## src/rtl/booth_seq_ctrl.sv

```systemverilog
// rtl/booth_seq_ctrl.sv - sequential radix-2 Booth multiplier (FSM + shared fa ripple add/sub).
// Optional build macro BOOTH_ARITH_SKIP_EN: skip ARITH for 00/11 Booth pairs.

module fa (
  input  logic a,
  input  logic b,
  input  logic cin,
  output logic s,
  output logic cout
);
  assign s    = a ^ b ^ cin;
  assign cout = (a & b) | (cin & (a ^ b));
endmodule

module booth_seq_ctrl #(
  parameter int WIDTH = 8,
  parameter int CNT_W = 4
) (
  input  logic               clk,
  input  logic               rst,
  input  logic               start,
  input  logic [WIDTH-1:0]   multiplicand,
  input  logic [WIDTH-1:0]   multiplier,
  output logic               busy,
  output logic               done,
  output logic [2*WIDTH-1:0] product
);

  typedef enum logic [1:0] {S_IDLE, S_ARITH, S_SHIFT, S_DONE} state_t;

  state_t           state, state_nxt;
  logic [WIDTH:0]   a_reg, m_reg;
  logic [WIDTH-1:0] q_reg;
  logic             q_1;
  logic [CNT_W-1:0] count;

  logic             add_en, sub_en, last;
  logic [WIDTH:0]   b_op, sum, a_sh;
  logic [WIDTH:0]   carry;
  logic [WIDTH-1:0] q_sh;
  logic             q1_sh;

  assign sub_en = q_reg[0] & ~q_1;
  assign add_en = ~q_reg[0] & q_1;
  assign b_op   = sub_en ? ~m_reg : m_reg;
  assign carry[0] = sub_en;

  genvar i;
  generate
    for (i = 0; i < WIDTH; i++) begin : g_fa
      fa u_fa (
        .a   (a_reg[i]),
        .b   (b_op[i]),
        .cin (carry[i]),
        .s   (sum[i]),
        .cout(carry[i+1])
      );
    end
  endgenerate

  // Top bit has no carry-out: A wraps modulo 2**(WIDTH+1).
  assign sum[WIDTH] = a_reg[WIDTH] ^ b_op[WIDTH] ^ carry[WIDTH];

  assign a_sh  = {a_reg[WIDTH], a_reg[WIDTH:1]};
  assign q_sh  = {a_reg[0], q_reg[WIDTH-1:1]};
  assign q1_sh = q_reg[0];
  assign last  = (count == CNT_W'(1));

  assign busy = (state != S_IDLE);
  assign done = (state == S_DONE);

  always_ff @(posedge clk or posedge rst) begin
    if (rst) state <= S_IDLE;
    else     state <= state_nxt;
  end

  always_comb begin
    state_nxt = state;
    case (state)
      S_IDLE: begin
        if (start) begin
`ifdef BOOTH_ARITH_SKIP_EN
          state_nxt = multiplier[0] ? S_ARITH : S_SHIFT;
`else
          state_nxt = S_ARITH;
`endif
        end
      end
      S_ARITH: state_nxt = S_SHIFT;
      S_SHIFT: begin
        if (last) begin
          state_nxt = S_DONE;
        end else begin
`ifdef BOOTH_ARITH_SKIP_EN
          state_nxt = (q_sh[0] == q1_sh) ? S_SHIFT : S_ARITH;
`else
          state_nxt = S_ARITH;
`endif
        end
      end
      S_DONE:  state_nxt = S_IDLE;
      default: state_nxt = S_IDLE;
    endcase
  end

  always_ff @(posedge clk or posedge rst) begin
    if (rst) begin
      a_reg   <= '0;
      q_reg   <= '0;
      q_1     <= 1'b0;
      m_reg   <= '0;
      count   <= '0;
      product <= '0;
    end else begin
      case (state)
        S_IDLE: begin
          if (start) begin
            a_reg <= '0;
            q_reg <= multiplier;
            q_1   <= 1'b0;
            m_reg <= {multiplicand[WIDTH-1], multiplicand};
            count <= CNT_W'(WIDTH);
          end
        end
        S_ARITH: begin
          if (add_en || sub_en) a_reg <= sum;
        end
        S_SHIFT: begin
          a_reg <= a_sh;
          q_reg <= q_sh;
          q_1   <= q1_sh;
          count <= count - CNT_W'(1);
          // Product is captured on the edge that enters DONE.
          if (last) product <= {a_sh[WIDTH-1:0], q_sh};
        end
        default: ;
      endcase
    end
  end

endmodule
```

## config.mk

```make
export PLATFORM = sky130hd
export DESIGN_NAME = booth_seq_ctrl
export DESIGN_NICKNAME = d
export VERILOG_FILES = /design/src/rtl/booth_seq_ctrl.sv
export SDC_FILE = /design/constraint.sdc
export NUM_CORES = 1
export LEC_CHECK = 0
export CAP_MARGIN = 30
export CORE_MARGIN = 2
export CORE_UTILIZATION = 53
export DETAILED_ROUTE_END_ITERATION = 8
export PLACE_DENSITY_LB_ADDON = 0.15
export RECOVER_POWER = 50
export SKIP_LAST_GASP = 1
export SYNTH_ARGS = -nofsm -noshare
export SYNTH_HDL_FRONTEND = slang
export SYNTH_HIERARCHICAL = 1
export SYNTH_SLANG_ARGS = --single-unit
```

## constraint.sdc

```tcl
create_clock -name clk -period 6.48 [get_ports clk]
set_input_delay 1.296 -clock clk [delete_from_list [all_inputs] [get_ports clk]]
set_output_delay 1.296 -clock clk [all_outputs]
set_load 0.05 [all_outputs]
```

==> run metrics <==
outcome finished, violations left; failing checks max-capacitance violations, max-slew violations; final non-filler cell area 2908 um^2; top cell type's share of synthesized area 49.69%; CTS clk-pin slew, worst paths 0.09 ns; Fillers 327; routed vias/inst 5.887; # DRC 0; Synth Flop Type dfrtp_1; dominant cells by area after synthesis dfrtp_1 50%, mux2_2 11%, fa_1 6.6%, a22oi_1 4.7%, a21oi_1 3.7%; internal power 0.9348 mW; reg2reg path depth 14; CTS Buf Count 5; worst path arrival time 5.32 ns; DP HPWL 3421 um; layout cells sized above 1 14.64%; Longest Clk Path Bufs 2; clock skew 0.006740 ns; Worst Tran Pin Value 2.059 ns; Setup-failing EPs final 0; Total Negative Setup Slacks 0 ns; Post-synth EDFFs 0; WL per Instance 16.18 um; P per Cell Area 583.4 nW/um^2; Tcrit/Tclk final 78.33%; RSZ-0062 raised after global routing no; Sw Pwr 0.7617 mW; final setup margin 1.404 ns; Post-synth ARST share 100.0%; H-tree depth 2; nets 272; switch share 44.90%; Seq/Total Area, Yosys 49.69%; Cell Count, Final, Fillers Out 291; Port Buffers 36; top-count cell post-synth dfrtp_1; die height 71.54 um; Setup Buffers After CTS 0; Worst R2R Setup Slack 1.40 ns; pin count of the biggest net entering global routing 40; Synth top cells by count 48 x dfrtp_1, 23 x mux2_2, 18 x a21oi_1, 15 x a22oi_1; area leader, netlist dfrtp_1; Root Driver clkbuf_8; # hold bufs at CTS 0; Clock Latency Late Sink 0.31 ns; placed instance count 283; Max VDD drop 0.2530 mV; die footprint 5117 um^2; post-CTS resize count 0; Avg Inst Size Synth 11.79 um^2; clock power share 12.9%; Seq pwr share 32.2%; syn_nets 239; worst min-delay path startpoint product[14]; worst-path maximum fanout 9; Initial DRC Count 165; hold depth 1; Ys Warns 6; Hold EP product[14]; Mapped Area 2417 um^2; total power 1.696 mW; Initial Utilization 55.14%; layout overhead on the synthesized area 20.29%; I/O pin count 37; CTS tree done; crit path kind reg2reg; Placed Area 2828 um^2; Seq cells post-synth 48; global-route wire length before repair 7872 um; CTS Sinks 48; pre-CTS setup slack 1.416 ns; final hold vios 0; R2R Path End a_reg[8]; Post-Route WL 4708 um; ANT cells 0; grt total ovfl 0; initial antenna violation count 0; Slew Viols, Final 51; minimum clock period 5.076 ns; DIE WIDTH 71.54 um; top achievable clock speed 197.0 MHz; Reg-to-Reg Start q_1; Final ANT Viol Nets 0; FP Rows 24; core area 4384 um^2; Netlist cell types 38; Tightest Hold Check Type reg2reg; DRT Pass-1 Iters 4; CP Launch Type register; vias in the first global route 1697; CP endpoint kind register; Logic pwr share 54.9%; max reg flops 16; GPL Wtd Cong 0.8195; GRT Overall Usage 19.71%; Req. time, crit path 6.72 ns; routed vias 1713; relative slew slack -37.28%; Leak 1.286 nW; Max Cap Viol 2; Cells after Synth 205
[through the flow]
stage | util (%) | hold slack, ns
floorplan | - | 0.4723
global placement | 63.78 | 0.4659
detailed placement | 64.50 | 0.4951
CTS | 67.04 | 0.5155
global route | 66.32 | 0.5220
finish | 66.32 | 0.5066
[cells in the final DEF, fill, tap and decap left out, drive strengths merged, types with 2 or more instances in the layout]
master / instances
dfrtp: 48
clkdlybuf4s50: 34
mux2: 24
a21oi: 18
a22oi: 15
o21ai: 12
nor2: 11
fa: 8
xor2: 8
and3: 7
ha: 7
inv: 7
nand2: 6
clkbuf: 6
nand3: 3
and2: 3
nor2b: 2
dlygate4sd3: 2
[worst max-delay path, cell delays in order (launching register included)]
cell and delay, ns:
dfrtp_1 0.39, inv_1 0.05, ha_1 0.45, xor2_1 0.16, fa_1 0.43, fa_1 0.39
fa_1 0.40, fa_1 0.40, fa_1 0.40, fa_1 0.40, fa_1 0.39, fa_1 0.39
xnor2_1 0.15, or4_1 0.50, nand3_1 0.10
[power by group through the flow]
stage	sequential [mW]	combinational [mW]	clock, mW
detailed placement	0.556	0.929	0
global route	0.567	1.03	0.231
floorplan	0.670	0.565	0
global placement	0.548	0.886	0
finish	0.547	0.931	0.218
CTS	0.550	0.936	0.222
[layer usage]
metal,global-route usage (%),wire length (um),vias up
li1,-,-,791
met1,26.76,2074,855
met2,32.30,2333,58
met3,3.938,231,9
met4,6.080,68,0
met5,0,0,-
[cell type report]
class,count,area [um^2],share of cell area [%]
clock buffer,5,68.82,2.367
inverter,7,26.28,0.9036
timing repair buffer,38,375.4,12.91
sequential,48,1201,41.31
multi-input combinational,138,1129,38.81
clock inverter,3,42.54,1.463
tap,52,65.06,2.238
[worst max-delay path by stage]
stage	startpoint	cells after the start	slack (ns)	end
after global placement	q_1	14	1.53	a_reg[8]
after floorplan	q_reg[0]	14	1.71	a_reg[8]
after CTS	q_1	14	1.37	a_reg[8]
after global routing	q_1	14	1.17	a_reg[8]
after detailed placement	q_1	14	1.42	a_reg[8]
final	q_1	14	1.40	a_reg[8]
[cells by family (layout without fill, tap and decap cells)]
group / count (synthesis) / count (layout) / share of synthesized area (%)
AO/OA/AOI/OAI: 51 / 51 / 13.30
multiplexers: 24 / 24 / 11.18
XOR/XNOR: 9 / 9 / 3.572
buffers and inverters: 19 / 53 / 3.623
adder cells (fa/ha/maj): 15 / 15 / 10.25
AND/OR/NAND/NOR: 39 / 39 / 8.385
flip-flops: 48 / 48 / 49.69
(Power assumes the default switching activity.)
